$ cat config.mk
export PLATFORM = sky130hd
export DESIGN_NAME = speed_test_sequencer
export DESIGN_NICKNAME = d
export VERILOG_FILES = /design/src/rtl/speed_test_sequencer.sv
export SDC_FILE = /design/constraint.sdc
export NUM_CORES = 1
export LEC_CHECK = 0
export BUFFER_PORTS_ARGS = -buffer_cell sky130_fd_sc_hd__buf_2
export CORE_UTILIZATION = 45
export DETAILED_ROUTE_END_ITERATION = 10
export PLACE_DENSITY = 0.66
export SLEW_MARGIN = 20
export SYNTH_ARGS = -nofsm -noshare
export SYNTH_HDL_FRONTEND = slang
export SYNTH_SLANG_ARGS = --single-unit
export TNS_END_PERCENT = 5
$ cat constraint.sdc
create_clock -name clk -period 6.7 [get_ports clk]
set_input_delay 0 -clock clk [delete_from_list [all_inputs] [get_ports clk]]
set_output_delay 0 -clock clk [all_outputs]
set_load 0.05 [all_outputs]
$ cat src/rtl/speed_test_sequencer.sv
// ---------------------------------------------------------------------------
// speed_test_sequencer
//
// Runs one measurement on an external ring-oscillator speed-test macro:
// reset it, arm the oscillators, check the fired flag is clear, pulse the
// trigger, wait for the fired flag, read back two 24-bit down-counters one
// byte at a time, and present the converted tick counts plus error flags.
//
// Ports
//   clk          in   system clock, rising edge
//   nrst         in   asynchronous active-low reset
//   start        in   one-cycle run request, honoured only in IDLE
//   dut_out[7:0] in   macro output; with dut_sel=111 bit 6 is the fired flag,
//                     otherwise the whole byte is the selected count byte
//   dut_nrst     out  macro reset, active-low
//   dut_trig     out  macro trigger
//   dut_sel[2:0] out  macro readout select
//   dut_ring_en  out  ring oscillator enables
//   busy         out  high in every state except IDLE and DONE
//   res_valid    out  result available
//   res_ready    in   result consumed
//   ticks0/1     out  24'hFFFFFF minus the raw counts
//   err[4:0]     out  {overflow, mismatch, too_small, timeout, fired_stuck}
//   dbg_state    out  current FSM state encoding, for checkers
//
// Result handshake: the result is offered while res_valid=1 (state DONE);
// it is transferred at a rising edge where res_valid and res_ready are both
// high. ticks0/ticks1/err never change while res_valid=1 and keep their
// value in IDLE until the next run enters DRST.
// ---------------------------------------------------------------------------
module speed_test_sequencer #(
  parameter int TRIG_CYCLES = 2,
  parameter int TIMEOUT     = 16,
  parameter int MAX_DIFF    = 3
) (
  input  logic        clk,
  input  logic        nrst,
  input  logic        start,
  input  logic [7:0]  dut_out,
  output logic        dut_nrst,
  output logic        dut_trig,
  output logic [2:0]  dut_sel,
  output logic [1:0]  dut_ring_en,
  output logic        busy,
  output logic        res_valid,
  input  logic        res_ready,
  output logic [23:0] ticks0,
  output logic [23:0] ticks1,
  output logic [4:0]  err,
  output logic [2:0]  dbg_state
);

  typedef enum logic [2:0] {
    S_IDLE  = 3'd0,
    S_DRST  = 3'd1,
    S_ARM   = 3'd2,
    S_CHECK = 3'd3,
    S_TRIG  = 3'd4,
    S_WAIT  = 3'd5,
    S_READ  = 3'd6,
    S_DONE  = 3'd7
  } state_e;

  localparam int             CW         = 16;
  localparam logic [CW-1:0]  TRIG_LAST  = CW'(TRIG_CYCLES - 1);
  localparam logic [CW-1:0]  WAIT_LAST  = CW'(TIMEOUT - 1);
  // 6 bytes x 2 cycles each
  localparam logic [CW-1:0]  READ_LAST  = CW'(11);
  localparam logic [23:0]    DIFF_LIMIT = 24'(MAX_DIFF);
  localparam logic [23:0]    MIN_COUNT  = 24'd10;

  state_e        state_q, state_d;
  logic [CW-1:0] cnt_q, cnt_d;
  logic [23:0]   count0_q, count0_d;
  logic [23:0]   count1_q, count1_d;
  logic [23:0]   ticks0_q, ticks0_d;
  logic [23:0]   ticks1_q, ticks1_d;
  logic [4:0]    err_q, err_d;
  logic [23:0]   diff;
  logic          fired;

  // Fired flag is only meaningful while dut_sel=111 (ARM through WAIT).
  assign fired = dut_out[6];

  // -------------------------------------------------------------------------
  // State and datapath registers
  // -------------------------------------------------------------------------
  always_ff @(posedge clk or negedge nrst) begin
    if (!nrst) begin
      state_q  <= S_IDLE;
      cnt_q    <= '0;
      count0_q <= '0;
      count1_q <= '0;
      ticks0_q <= '0;
      ticks1_q <= '0;
      err_q    <= '0;
    end else begin
      state_q  <= state_d;
      cnt_q    <= cnt_d;
      count0_q <= count0_d;
      count1_q <= count1_d;
      ticks0_q <= ticks0_d;
      ticks1_q <= ticks1_d;
      err_q    <= err_d;
    end
  end

  // -------------------------------------------------------------------------
  // Next-state and datapath update
  // -------------------------------------------------------------------------
  always_comb begin
    state_d  = state_q;
    cnt_d    = cnt_q;
    count0_d = count0_q;
    count1_d = count1_q;
    ticks0_d = ticks0_q;
    ticks1_d = ticks1_q;
    err_d    = err_q;
    diff     = '0;

    case (state_q)
      S_IDLE: begin
        if (start) begin
          // Previous result is dropped as the new run begins.
          state_d  = S_DRST;
          cnt_d    = '0;
          count0_d = '0;
          count1_d = '0;
          ticks0_d = '0;
          ticks1_d = '0;
          err_d    = '0;
        end
      end

      S_DRST: state_d = S_ARM;

      S_ARM: state_d = S_CHECK;

      S_CHECK: begin
        if (fired) begin
          // Flag already set before any trigger: macro is not trustworthy.
          err_d[0] = 1'b1;
          state_d  = S_DONE;
        end else begin
          state_d = S_TRIG;
          cnt_d   = '0;
        end
      end

      S_TRIG: begin
        if (cnt_q == TRIG_LAST) begin
          state_d = S_WAIT;
          cnt_d   = '0;
        end else begin
          cnt_d = cnt_q + 1'b1;
        end
      end

      S_WAIT: begin
        if (fired) begin
          state_d = S_READ;
          cnt_d   = '0;
        end else if (cnt_q == WAIT_LAST) begin
          err_d[1] = 1'b1;
          state_d  = S_DONE;
          cnt_d    = '0;
        end else begin
          cnt_d = cnt_q + 1'b1;
        end
      end

      S_READ: begin
        cnt_d = cnt_q + 1'b1;
        // Even cycles put the new select on the bus; odd cycles end with the
        // capture edge, giving the macro a full cycle of settling time.
        if (cnt_q[0]) begin
          case (cnt_q[3:1])
            3'd0:    count0_d[7:0]   = dut_out;
            3'd1:    count0_d[15:8]  = dut_out;
            3'd2:    count0_d[23:16] = dut_out;
            3'd3:    count1_d[7:0]   = dut_out;
            3'd4:    count1_d[15:8]  = dut_out;
            default: count1_d[23:16] = dut_out;
          endcase
        end
        if (cnt_q == READ_LAST) begin
          // count1_d already holds the byte captured on this final edge.
          state_d  = S_DONE;
          cnt_d    = '0;
          ticks0_d = 24'hFFFFFF - count0_d;
          ticks1_d = 24'hFFFFFF - count1_d;
          diff     = (count0_d > count1_d) ? (count0_d - count1_d)
                                           : (count1_d - count0_d);
          err_d[2] = (count0_d < MIN_COUNT) || (count1_d < MIN_COUNT);
          err_d[3] = (diff > DIFF_LIMIT);
          // Down-counters start at all-ones; a cleared MSB means they wrapped.
          err_d[4] = !count0_d[23] || !count1_d[23];
        end
      end

      S_DONE: begin
        if (res_ready) begin
          state_d = S_IDLE;
        end
      end

      default: state_d = S_IDLE;
    endcase
  end

  // -------------------------------------------------------------------------
  // Outputs decoded from state (so reset reaches them asynchronously)
  // -------------------------------------------------------------------------
  always_comb begin
    dut_nrst    = 1'b1;
    dut_trig    = 1'b0;
    dut_sel     = 3'b000;
    dut_ring_en = 2'b00;
    busy        = 1'b1;
    res_valid   = 1'b0;

    case (state_q)
      S_IDLE: begin
        dut_nrst = 1'b0;
        busy     = 1'b0;
      end
      S_DRST: dut_nrst = 1'b0;
      S_ARM, S_CHECK, S_WAIT: begin
        dut_sel     = 3'b111;
        dut_ring_en = 2'b11;
      end
      S_TRIG: begin
        dut_sel     = 3'b111;
        dut_ring_en = 2'b11;
        dut_trig    = 1'b1;
      end
      S_READ: begin
        // Byte index 0..5 maps to 000,001,010 (count0) and 100,101,110 (count1).
        case (cnt_q[3:1])
          3'd0:    dut_sel = 3'b000;
          3'd1:    dut_sel = 3'b001;
          3'd2:    dut_sel = 3'b010;
          3'd3:    dut_sel = 3'b100;
          3'd4:    dut_sel = 3'b101;
          default: dut_sel = 3'b110;
        endcase
      end
      S_DONE: begin
        busy      = 1'b0;
        res_valid = 1'b1;
      end
      default: busy = 1'b0;
    endcase
  end

  assign ticks0    = ticks0_q;
  assign ticks1    = ticks1_q;
  assign err       = err_q;
  assign dbg_state = state_q;

endmodule
After elaboration in Yosys (flattened, before gate mapping)
Cells that the tools add are included.
{"block": "op_classes", "bitwise": 0, "n_eq_ne": 23, "add_sub_neg": 5, "order_cmp": 4, "multipliers": 0, "n_shift": 0, "div": 0, "n_mux": 48, "reduce_logical": 20}
{"cell": "$mux W24", "count": 8}
{"cell": "$pmux W24 S2", "count": 4}
{"cell": "$mux W16", "count": 6}
{"cell": "$pmux W16 S5", "count": 1}
{"cell": "$lt A24 B4 Y1 const B", "count": 2}
{"cell": "$mux W8", "count": 6}
{"cell": "$sub A24 B24 Y24", "count": 2}
{"cell": "$sub A24 B24 Y24 const A", "count": 2}
{"cell": "$eq A16 B4 Y1 const B", "count": 2}
{"cell": "$gt A24 B2 Y1 const B", "count": 1}
{"cell": "$gt A24 B24 Y1", "count": 1}
{"cell": "$pmux W3 S8", "count": 1}
{"cell": "$mux W3", "count": 7}
{"cell": "$add A16 B1 Y16 const B", "count": 1}
{"cell": "$eq A16 B1 Y1 const B", "count": 1}
{"cell": "$ne A2 B2 Y1 const B", "count": 8}
{"cell": "$eq A3 B3 Y1 const B", "count": 5}
{"cell": "$pmux W3 S5", "count": 1}
{"cell": "$eq A3 B2 Y1 const B", "count": 4}
{"cell": "$pmux W3 S2", "count": 2}
{"cell": "$reduce_and A3 Y1", "count": 3}
{"cell": "$mux W1", "count": 7}
{"cell": "$eq A3 B1 Y1 const B", "count": 2}
{"cell": "$logic_not A3 Y1", "count": 2}
{"cell": "14 further kinds", "count": 21}
{"block": "totals", "mem_bits_rw": 0, "n_memories": 0, "rom_bits": 0, "out_inout_bits": 65, "register_bits": 120, "inputBits": 12, "latch_bits": 0, "word_cells": 109}

Longest topological paths before layout
Gate-level depths: netlist (run 1).
{"block": "logic_depth", "depth_word": 10, "depth_mapped": 21, "depth_no_buf": 18}

Least setup slack after synthesis (run 1)
OpenSTA, ideal clock, no wires.
{"block": "synth_path", "path_kind": "flip-flop to flip-flop", "start": "reg cnt_q[2]", "end": "reg err_q[3], in the netlist err[3]", "setup_slack_ns": 2.048, "stages_incl_launch_ff": 20, "t_required_ns": 6.559, "period_less_slack_ns": 4.652, "n_path_buf": 3, "setup_ns": 0.141, "t_arrival_ns": 4.512, "path_cell_list": "dfrtp_1 clkbuf_1 nor2_1 and3_2 clkbuf_1 mux2i_1 inv_1 ha_1 clkbuf_1 nand4_1 nor2_1 o21ai_0 a211oi_4 nor3_4 nor4_1 o21ba_2 o2111a_1 nand4_1 nor4_1 a41oi_1"}
{"block": "synth_between", "elab_chain_cells": 10, "elab_cells_between_ends": 26, "cone_classes": "add/sub: 2; order compare: 2; eq/ne: 6; mux: 13; reduce/logical: 3"}
{"element": "from (decl)", "line_no": "73", "source": "logic [CW-1:0] cnt_q, cnt_d;"}
{"element": "from (signal assigned)", "line_no": "99", "source": "cnt_q <= cnt_d;"}
{"element": "$eq A3 B3 Y1 (tied with other cells)", "line_no": "177", "source": "case (cnt_q[3:1])"}
{"element": "$reduce_or A5 Y1 (no source line)"}
{"element": "$mux W8", "line_no": "177"}
{"element": "$mux W24", "line_no": "176", "source": "if (cnt_q[0]) begin"}
{"element": "$mux W24", "line_no": "121", "source": "case (state_q)"}
{"element": "$sub A24 B24 Y24 (tied with other cells)", "line_no": "193", "source": ": (count1_d - count0_d);"}
{"element": "$mux W24", "line_no": "192", "source": "diff = (count0_d > count1_d) ? (count0_d - count1_d)"}
{"element": "$gt A24 B2 Y1", "line_no": "195", "source": "err_d[3] = (diff > DIFF_LIMIT);"}
{"element": "$mux W3", "line_no": "186", "source": "if (cnt_q == READ_LAST) begin"}
{"element": "$pmux W3 S2", "line_no": "121"}
{"element": "to (signal assigned)", "line_no": "104", "source": "err_q <= err_d;"}
{"element": "to (decl)", "line_no": "78", "source": "logic [4:0] err_q, err_d;"}
Parallel ways exist; a longest one is shown, timed or not. The select of a mux whose other input is x is not followed.
A chain may end at the register's enable or synchronous reset.

Worst setup path after layout (run 1)
Same ends and word-level chain as after synthesis.

==> results of run 1 <==
==> logic make-up (layout without fill, tap and decap cells) <==
family          Yosys count  after routing  synth area share [%]
compound gates          305            305                  21.7
xor+xnor                 23             23                  2.58
fa+ha+maj                53             53                  8.09
buf+inv                 125            187                  6.33
flops                   120            120                  35.8
mux                      54             54                  6.90
simple gates            326            326                  18.6
==> metal layers <==
| layer | wire length (um) | vias to the layer above |
|---|---|---|
| li1 | - | 3672 |
| met1 | 11500 | 3686 |
| met3 | 1620 | 43 |
| met2 | 11100 | 309 |
| met4 | 697 | 0 |
| met5 | 0 | - |
==> timing repair <==
item / in CTS / in global routing
setup buffers: 0 / 0
setup endpoints to repair: 0 / 0
hold buffers: 5 / 0
resized for setup: 0 / 0
endpoints found under the hold margin: 55 / 0
==> per-stage QoR <==
| stage | hold WS, ps | worst slack [ps] | util, % | instances |
|---|---|---|---|---|
| after global placement | 91.4 | 1480 | 49.0 | 1260 |
| final | 131 | 1250 | 52.4 | 1297 |
| after global routing | 144 | 814 | 52.4 | 1297 |
| after CTS | 102 | 1270 | 52.4 | 1297 |
| after floorplan | -296 | 2050 | - | 1006 |
| after detailed placement | 89.9 | 1280 | 49.0 | 1260 |
==> how the worst min path moves through the flow <==
stage               slack, ps           end
global placement           90  dbg_state[2]
floorplan                -300      cnt_q[0]
CTS                       100  count0_q[23]
detailed placement         90  dbg_state[2]
finish                    130  count0_q[23]
global route              140    ticks0[17]
==> Yosys cell counts (5+ instances only) <==
library cell	n	area share (%)
o21ai_0	147	8.8
nand2_1	144	6.4
dfrtp_1	120	36
a21oi_1	69	4.1
inv_1	61	2.7
nor2_1	52	2.3
ha_1	51	7.6
mux2i_1	48	5.7
clkbuf_1	44	2.0
nand3_1	27	1.6
nor3_1	17	1.0
nand4_1	16	1.2
nor4_1	12	0.90
xnor2_1	12	1.3
a31oi_1	11	0.82
and2_1	10	0.75
buf_2	10	0.60
or3_1	10	0.75
xor2_1	9	0.94
and3_1	8	0.60
a211oi_1	7	0.63
o211ai_1	7	0.63
o22ai_1	7	0.52
o31ai_1	7	0.63
a21o_1	5	0.45
buf_6	5	0.67
==> layout make-up <==
type	count	area [sq um]	share of cell area, %
Clock buffer	17	425	4.49
Clock inverter	15	134	1.41
Multi-Input combinational cell	761	4870	51.4
Timing Repair Buffer	92	515	5.44
Tap cell	229	287	3.02
Inverter	63	236	2.50
Sequential cell	120	3000	31.7
==> critical path, cell delays in order (launching register included) <==
cell and delay, ps:
dfrtp_1 500, nor2_1 190, and3_1 510, mux2i_1 560
inv_1 190, fa_1 520, nand3_1 120, a21oi_1 120
o21ai_0 550, a211o_1 490, nand3_2 230, a21oi_1 320
o21ba_2 200, o2111a_1 210, nand4_1 100, nor4_1 350
a41oi_1 160
==> registers in the layout, indices dropped and copies added, names as in the netlist <==
signal     count
count0_q      24
count1_q      24
ticks0        24
ticks1        24
cnt_q         16
err            5
dbg_state      3
==> flow_summary_export.csv, run 1 <==
group,metric,value,unit
timing,worst_pin_slew,895,ps
min_path,hp-start,"dut_out[7]",
synth,syn_nets,1071,
outcome,violations,"DRC",
cts,cts_tree,"done",
floorplan,die_area,0.0192,sq mm
cts,clockBufferDepth,2,
timing,max_freq,0.183,GHz
synth,synth_edf_count,0,
cts,cts_sinks,120,
cells_and_area,layout_commonest_cell,"o21ai_0",
synth,syn-instance-count,1006,
synth,synth_area_per_cell,8.33,sq um
timing,slew_viol_final,0,
worst_setup_path,path_max_fanout,14,
cts,root_buffer,"clkbuf_16",
min_path,whs_path_depth,3,
outcome,status,"complete, but fails checks",
routing,postRouteAntennaNets,0,
routing,wl_per_cell,19.2,um
floorplan,pin_count,77,
worst_setup_path,crit_path_end,"err[3]",
worst_setup_path,rr_startpoint,"cnt_q[2]",
worst_setup_path,r2r_cells,16,
routing,firstDrtPassIters,8,
grt,grt_util_all_layers,26.7,%
floorplan,die_width,138,um
cts,clk_pin_slew_worst_paths,60,ps
synth,syn_area,0.00838,sq mm
routing,dr.first_iter.drc_count,811,
placement,io_buffers,76,
grt,grt.met1_usage,37.9,%
worst_setup_path,crit_required,6980,ps
grt,grt_busiest_layer,"met2",
cells_and_area,drive_above_1_share,14.5,%
routing,wl,24900,um
timing,setup_viol,0,
timing,hold_viol_final,0,
placement,dpl.hpwl,18300,um
cells_and_area,syn_to_final_growth,13.0,%
synth,ys_async_sr_fraction,100,%
synth,ys_warn_count,0,
cts,cts_htree_levels,4,
worst_setup_path,critPathCaptureType,"flop",
cts,cts_buffers,17,
grt,grt_max_degree,69,
grt,grt_pass1_vias,7194,
worst_setup_path,cp-start-kind,"flop",
placement,dpl-instance-area,0.00886,sq mm
worst_setup_path,reg2reg_slack,1250,ps
min_path,worstHoldPathType,"input pin to flop",
cells_and_area,antenna_cells,0,
worst_setup_path,startpoint,"cnt_q[2]",
routing,viasPerCell,5.94,
timing,period_minus_slack,5450,ps
synth,synth_cell_type_count,82,
grt,grt-ovfl-total,0,
worst_setup_path,cp.arrival,5740,ps
floorplan,core,0.0181,sq mm
cells_and_area,fin_nets,1120,
floorplan,die_h,138,um
timing,maxSlewHeadroom,40.3,%
timing,period_share,81.4,%
floorplan,rows,49,
grt,grtUsageMet3,4.68,%
synth,yosysSeqAreaShare,35.8,%
timing,rsz0062_at_grt,"false",
routing,vias,7710,
routing,remaining_drc_errors,12,
synth,ys_ff_latch,120,
run,max-cap-violations,0,
timing,skew,11.1,ps
cells_and_area,most-common-layout-cells,"o21ai_0, nand2_1, dfrtp_1",
worst_setup_path,r2r-end,"err[3]",
grt,grt_util_met2,40.7,%
grt,antenna_found_initial,0,
worst_setup_path,critical_path_class,"flop to flop",
cells_and_area,fillers,1676,
floorplan,initial_core_util,46.3,%
timing,setup-tns-final,0,ps
cts,insertion_delay,420,ps
synth,synth_flop_cell,"dfrtp_1",
placement,gp_congestion,0.979,
grt,grt_pass1_wl,40000,um
cells_and_area,final_area,0.00947,sq mm
Power of run 1 is left out: the tool's default activity adds up to more than one toggle a clock period on the data nets, which glitch-free logic cannot reach.
==> run 2, diff against run 1 <==
--- a/config.mk
+++ b/config.mk
@@ -5,6 +5,7 @@
 export SDC_FILE = /design/constraint.sdc
 export NUM_CORES = 1
 export LEC_CHECK = 0
+export ABC_AREA = 1
 export BUFFER_PORTS_ARGS = -buffer_cell sky130_fd_sc_hd__buf_2
 export CORE_UTILIZATION = 45
 export DETAILED_ROUTE_END_ITERATION = 10
==> constraint.sdc (replaced) <==
create_clock -name clk -period 5.1 [get_ports clk]
set_input_delay 0 -clock clk [delete_from_list [all_inputs] [get_ports clk]]
set_output_delay 0 -clock clk [all_outputs]
set_load 0.05 [all_outputs]
==> flow_summary_export.csv, run 2 <==
group,metric,value,unit
synth,yosys.area_share.simple,25.8,%
synth,synth_cell_type_count,47,
synth,ys_async_sr_fraction,100,%
routing,wl,25900,um
worst_setup_path,path_max_fanout,27,
run,max-cap-violations,0,
cts,cts_tree,"done",
synth,ys_warn_count,0,
synth,synth_edf_count,0,
routing,wl_per_cell,16.8,um
cells_and_area,antenna_cells,0,
cells_and_area,most-common-layout-cells,"nand2_1, inv_1, o21ai_0",
synth,syn-instance-count,1226,
cts,cts.repair.resized,0,
synth,ys_top_cells_by_count,"nand2_1, inv_1, o21ai_0",
routing,firstDrtPassIters,5,
grt,antenna_found_initial,0,
cells_and_area,syn_to_final_growth,13.6,%
synth,synth_top_family_by_area,"simple AND/OR/NAND/NOR gates",
worst_setup_path,path_cells,"inv_1 > nor2_2 > nand2_1 > o21ai_0 > inv_1 > ha_1 > nand2_1 > nor2_2 > nand2_1 > nand2_1 > nand2_1 > nand2_1 > nand3_2 > nand3_4 > nand2_4 > inv_2 > nand2_1 > nand2_1 > nand3_1 > nor2_1 > nand3_1 > nand2_1 > nand2_1",
floorplan,die_h,140,um
worst_setup_path,cp.arrival,4730,ps
worst_setup_path,cp-start-kind,"flop",
routing,dr.first_iter.drc_count,696,
synth,synthAdderAreaFrac,7.87,%
timing,period_minus_slack,4410,ps
cts,root_buffer,"clkbuf_16",
floorplan,core,0.0188,sq mm
timing,setup-tns-final,0,ps
synth,synth-compound-area-share,16.4,%
grt,grt-ovfl-total,0,
timing,skew,12.9,ps
cts,cts_htree_levels,4,
synth,ys_ff_latch,120,
synth,synth.largest_area_cell,"dfrtp_1",
synth,yosysSeqAreaShare,34.8,%
timing,setup_viol,0,
routing,remaining_drc_errors,0,
timing,maxSlewHeadroom,30.2,%
worst_setup_path,slowest_stage,"o21ai_0",
placement,dp.cells,1506,
floorplan,initial_core_util,45.9,%
cts,cts_setup_buffers,0,
placement,gp_congestion,0.971,
cts,clk_pin_slew_worst_paths,60,ps
grt,grt_pass1_vias,7629,
floorplan,die_width,140,um
routing,viasPerCell,5.39,
timing,worst_pin_slew,1050,ps
grt,grt_util_all_layers,27.0,%
floorplan,pin_count,77,
synth,yosysTopAreaCellShare,34.8,%
cells_and_area,layout_commonest_cell,"nand2_1",
grt,grt_pass1_wl,41200,um
synth,synth_most_common_cell,"nand2_1",
cells_and_area,post-route-util,52.2,%
min_path,worstHoldPathType,"input pin to flop",
floorplan,rows,50,
timing,hold_viol_final,0,
worst_setup_path,critical_path_class,"flop to flop",
cells_and_area,drive_above_1_share,11.2,%
cts,hold_buffers,3,
placement,dpl.hpwl,19500,um
cts,clockBufferDepth,2,
grt,grt_max_degree,67,
synth,muxShareOfSynthArea,0.116,%
cts,cts_sinks,120,
timing,rsz0062_at_grt,"false",
synth,syn_area,0.00862,sq mm
placement,io_buffers,76,
worst_setup_path,reg2reg_slack,690,ps
worst_setup_path,crit_required,5420,ps
routing,postRouteAntennaNets,0,
synth,ys_top_cells_by_area,"dfrtp_1, nand2_1, inv_1, o21ai_0, ha_1",
synth,synth_flop_cell,"dfrtp_1",
timing,period_share,86.5,%
outcome,status,"finished clean",
cells_and_area,fin_cells,1540,
floorplan,die_area,0.0197,sq mm
synth,synth_area_per_cell,7.03,sq um
timing,slew_viol_final,0,
worst_setup_path,critPathCaptureType,"flop",
cts,cts_buffers,17,
worst_setup_path,path_common_cell,"nand2_1",
timing,worst_slack,691,ps
placement,dp_slack,837,ps
synth,synth-xor-area-share,4.06,%
synth,syn_nets,1291,
cells_and_area,fin_nets,1359,
worst_setup_path,slowest_delay,600,ps
timing,max_freq,0.227,GHz
routing,vias,8293,
cts,insertion_delay,430,ps
-- run 2: changes by cell type after synthesis, moves of 15 or more --
cell      before  now
a21oi_1       69   54
clkbuf_1      44   26
inv_1         61  190
mux2i_1       48    1
nand2_1      144  327
nand3_1       27   47
nor2_1        52   76
o21ai_0      147  128
o22ai_1        7   51
xor2_1         9   31
-- run 2: cells by family (layout without fill, tap and decap cells) --
logic type	Yosys count	count (layout)
xor+xnor	40	40
mux	1	1
compound gates	257	257
flops	120	120
fa+ha+maj	53	53
buf+inv	239	319
simple gates	516	516
-- run 2: layer usage --
layer,track usage (%),vias up,part of all wire [%]
li1,-,4099,-
met1,37.5,3890,47
met5,0,-,0
met3,3.45,45,4.8
met4,8.62,0,2.1
met2,43.8,259,46
-- run 2: area by class of cell --
class,instances,area (sq um)
sequential,120,3000
timing repair buffer,92,510
multi-input combinational,867,4680
tap,234,293
clock inverter,12,116
fill,1876,8980
clock buffer,19,453
inverter,196,736
-- run 2: final timing paths --
path / start / endpoint / cells after the start
max in group asynchronous: nrst / ticks0[0] / 3
worst max register to register: cnt_q[0] / err[3] / 23
worst min-delay path: dut_out[7] / count0_q[23] / 3
worst max-delay path: cnt_q[0] / err[3] / 23
worst min register to register: err[0] / err[0] / 2
min in group asynchronous: nrst / ticks0[23] / 2
-- run 2: metrics by stage --
step,area (sq um),hold slack (ps)
after floorplan,8620,-296
after global placement,9190,94.9
after detailed placement,9190,98.5
after CTS,9790,57.2
after global routing,9790,104
final,9790,74.5
-- run 2: critical path: cells and delay by family (launching register included) --
family                   cells  cell delay (ps)
flip-flops                   1              400
adder cells (fa/ha/maj)      1              450
buffers and inverters        3              450
AND/OR/NAND/NOR             18             2360
AO/OA/AOI/OAI                1              600
Power of run 2 is left out for the same reason.
==> run 3, diff against run 2 <==
--- a/config.mk
+++ b/config.mk
@@ -7,9 +7,9 @@
 export LEC_CHECK = 0
 export ABC_AREA = 1
 export BUFFER_PORTS_ARGS = -buffer_cell sky130_fd_sc_hd__buf_2
-export CORE_UTILIZATION = 45
+export CORE_UTILIZATION = 61
 export DETAILED_ROUTE_END_ITERATION = 10
-export PLACE_DENSITY = 0.66
+export PLACE_DENSITY = 0.81
 export SLEW_MARGIN = 20
 export SYNTH_ARGS = -nofsm -noshare
 export SYNTH_HDL_FRONTEND = slang
==> constraint.sdc (replaced) <==
create_clock -name clk -period 5.1 [get_ports clk]
set_input_delay 1.02 -clock clk [delete_from_list [all_inputs] [get_ports clk]]
set_output_delay 1.02 -clock clk [all_outputs]
set_load 0.05 [all_outputs]
==> flow_summary_export.csv, run 3 (synthesis results as in run 2) <==
group,metric,value,unit
outcome,status,"finished clean",
cts,cts_buffers,17,
floorplan,pin_count,77,
routing,postRouteAntennaNets,0,
routing,wl_per_cell,16.8,um
worst_setup_path,path_max_fanout,27,
timing,rsz0062_at_grt,"false",
cells_and_area,layout_commonest_cell,"nand2_1",
cts,cts_htree_levels,4,
worst_setup_path,cp-start-kind,"flop",
worst_setup_path,cp.arrival,4770,ps
timing,setup_viol,0,
grt,grt_util_all_layers,35.9,%
timing,maxSlewHeadroom,30.9,%
floorplan,rows,43,
worst_setup_path,critical_path_class,"flop to flop",
cts,root_buffer,"clkbuf_16",
floorplan,initial_core_util,62.3,%
grt,grt_max_degree,67,
cts,hold_buffers,0,
routing,remaining_drc_errors,0,
timing,hold_viol_final,0,
cells_and_area,most-common-layout-cells,"nand2_1, inv_1, o21ai_0",
worst_setup_path,slowest_stage,"o21ai_0",
cts,cts_tree,"done",
cts,cts_setup_buffers,0,
worst_setup_path,path_cells,"inv_1 > nor2_2 > nand2_1 > o21ai_0 > inv_1 > ha_1 > nand2_1 > nor2_2 > nand2_1 > nand2_1 > nand2_1 > nand2_1 > nand3_2 > nand3_4 > nand2_4 > inv_2 > nand2_1 > nand2_1 > nand3_1 > nor2_1 > nand3_1 > nand2_1 > nand2_1",
timing,slew_viol_final,0,
grt,grt-ovfl-total,0,
placement,dpl-instance-area,0.00916,sq mm
worst_setup_path,slowest_delay,590,ps
routing,viasPerCell,5.74,
cells_and_area,fin_nets,1361,
min_path,worstHoldPathType,"flop to flop",
timing,worst_pin_slew,1030,ps
cts,cts_sinks,120,
placement,io_buffers,76,
run,max-cap-violations,0,
cts,clockBufferDepth,2,
cells_and_area,syn_to_final_growth,13.4,%
cts,cts.repair.resized,0,
placement,dp_slack,831,ps
cts,insertion_delay,430,ps
routing,dr.first_iter.drc_count,849,
worst_setup_path,crit_required,5420,ps
timing,max_freq,0.225,GHz
worst_setup_path,path_common_cell,"nand2_1",
routing,vias,8553,
placement,dp.cells,1457,
routing,firstDrtPassIters,5,
floorplan,die_area,0.0146,sq mm
worst_setup_path,critPathCaptureType,"flop",
floorplan,die_width,121,um
cells_and_area,antenna_cells,0,
cells_and_area,final_area,0.00978,sq mm
cells_and_area,fin_cells,1489,
placement,dpl.hpwl,18500,um
placement,gp_congestion,0.978,
timing,period_share,87.3,%
grt,antenna_found_initial,0,
timing,period_minus_slack,4450,ps
grt,grt_pass1_vias,8038,
timing,setup-tns-final,0,ps
floorplan,core,0.0138,sq mm
grt,grt_pass1_wl,40200,um
floorplan,die_h,121,um
cells_and_area,drive_above_1_share,11.5,%
routing,wl,25000,um
timing,worst_slack,648,ps
cts,clk_pin_slew_worst_paths,70,ps
timing,skew,9.29,ps
run 3: worst paths after layout:
check	depth (start not counted)	slack [ps]	to	startpoint
setup / recovery	23	650	err[3]	cnt_q[0]
hold / removal	2	470	err[0]	err[0]
setup reg to reg	23	650	err[3]	cnt_q[0]
hold reg to reg	2	470	err[0]	err[0]
max in group asynchronous	2	3510	count1_q[20]	nrst
min in group asynchronous	1	680	ticks1[10]	nrst
run 3: critical path, delay by kind of cell (launching register included):
kind / cells / cell delay [ps]
compound gates: 1 / 590
fa+ha+maj: 1 / 460
buf+inv: 3 / 470
flops: 1 / 400
simple gates: 18 / 2410
run 3: metal layers:
metal | vias up | GRT usage [%] | wire length, um
met5 | - | 0 | 0
met4 | 0 | 14.0 | 760
li1 | 4115 | - | -
met1 | 3991 | 47.7 | 10700
met3 | 64 | 6.81 | 1840
met2 | 383 | 57.7 | 11700
run 3: cell type report:
cell class,instances,area [sq um]
Inverter,196,736
Sequential cell,120,3000
Clock buffer,18,429
Fill cell,1145,4050
Timing Repair Buffer,94,518
Clock inverter,14,186
Multi-Input combinational cell,867,4680
Tap cell,180,225
run 3: through the flow:
stage	util [%]	hold WS [ps]
2_1_floorplan	-	481
3_3_place_gp	66.3	454
3_5_place_dp	66.3	459
4_1_cts	70.7	474
5_1_grt	70.7	493
6_report	70.7	473
Power of run 3 is left out for the same reason.
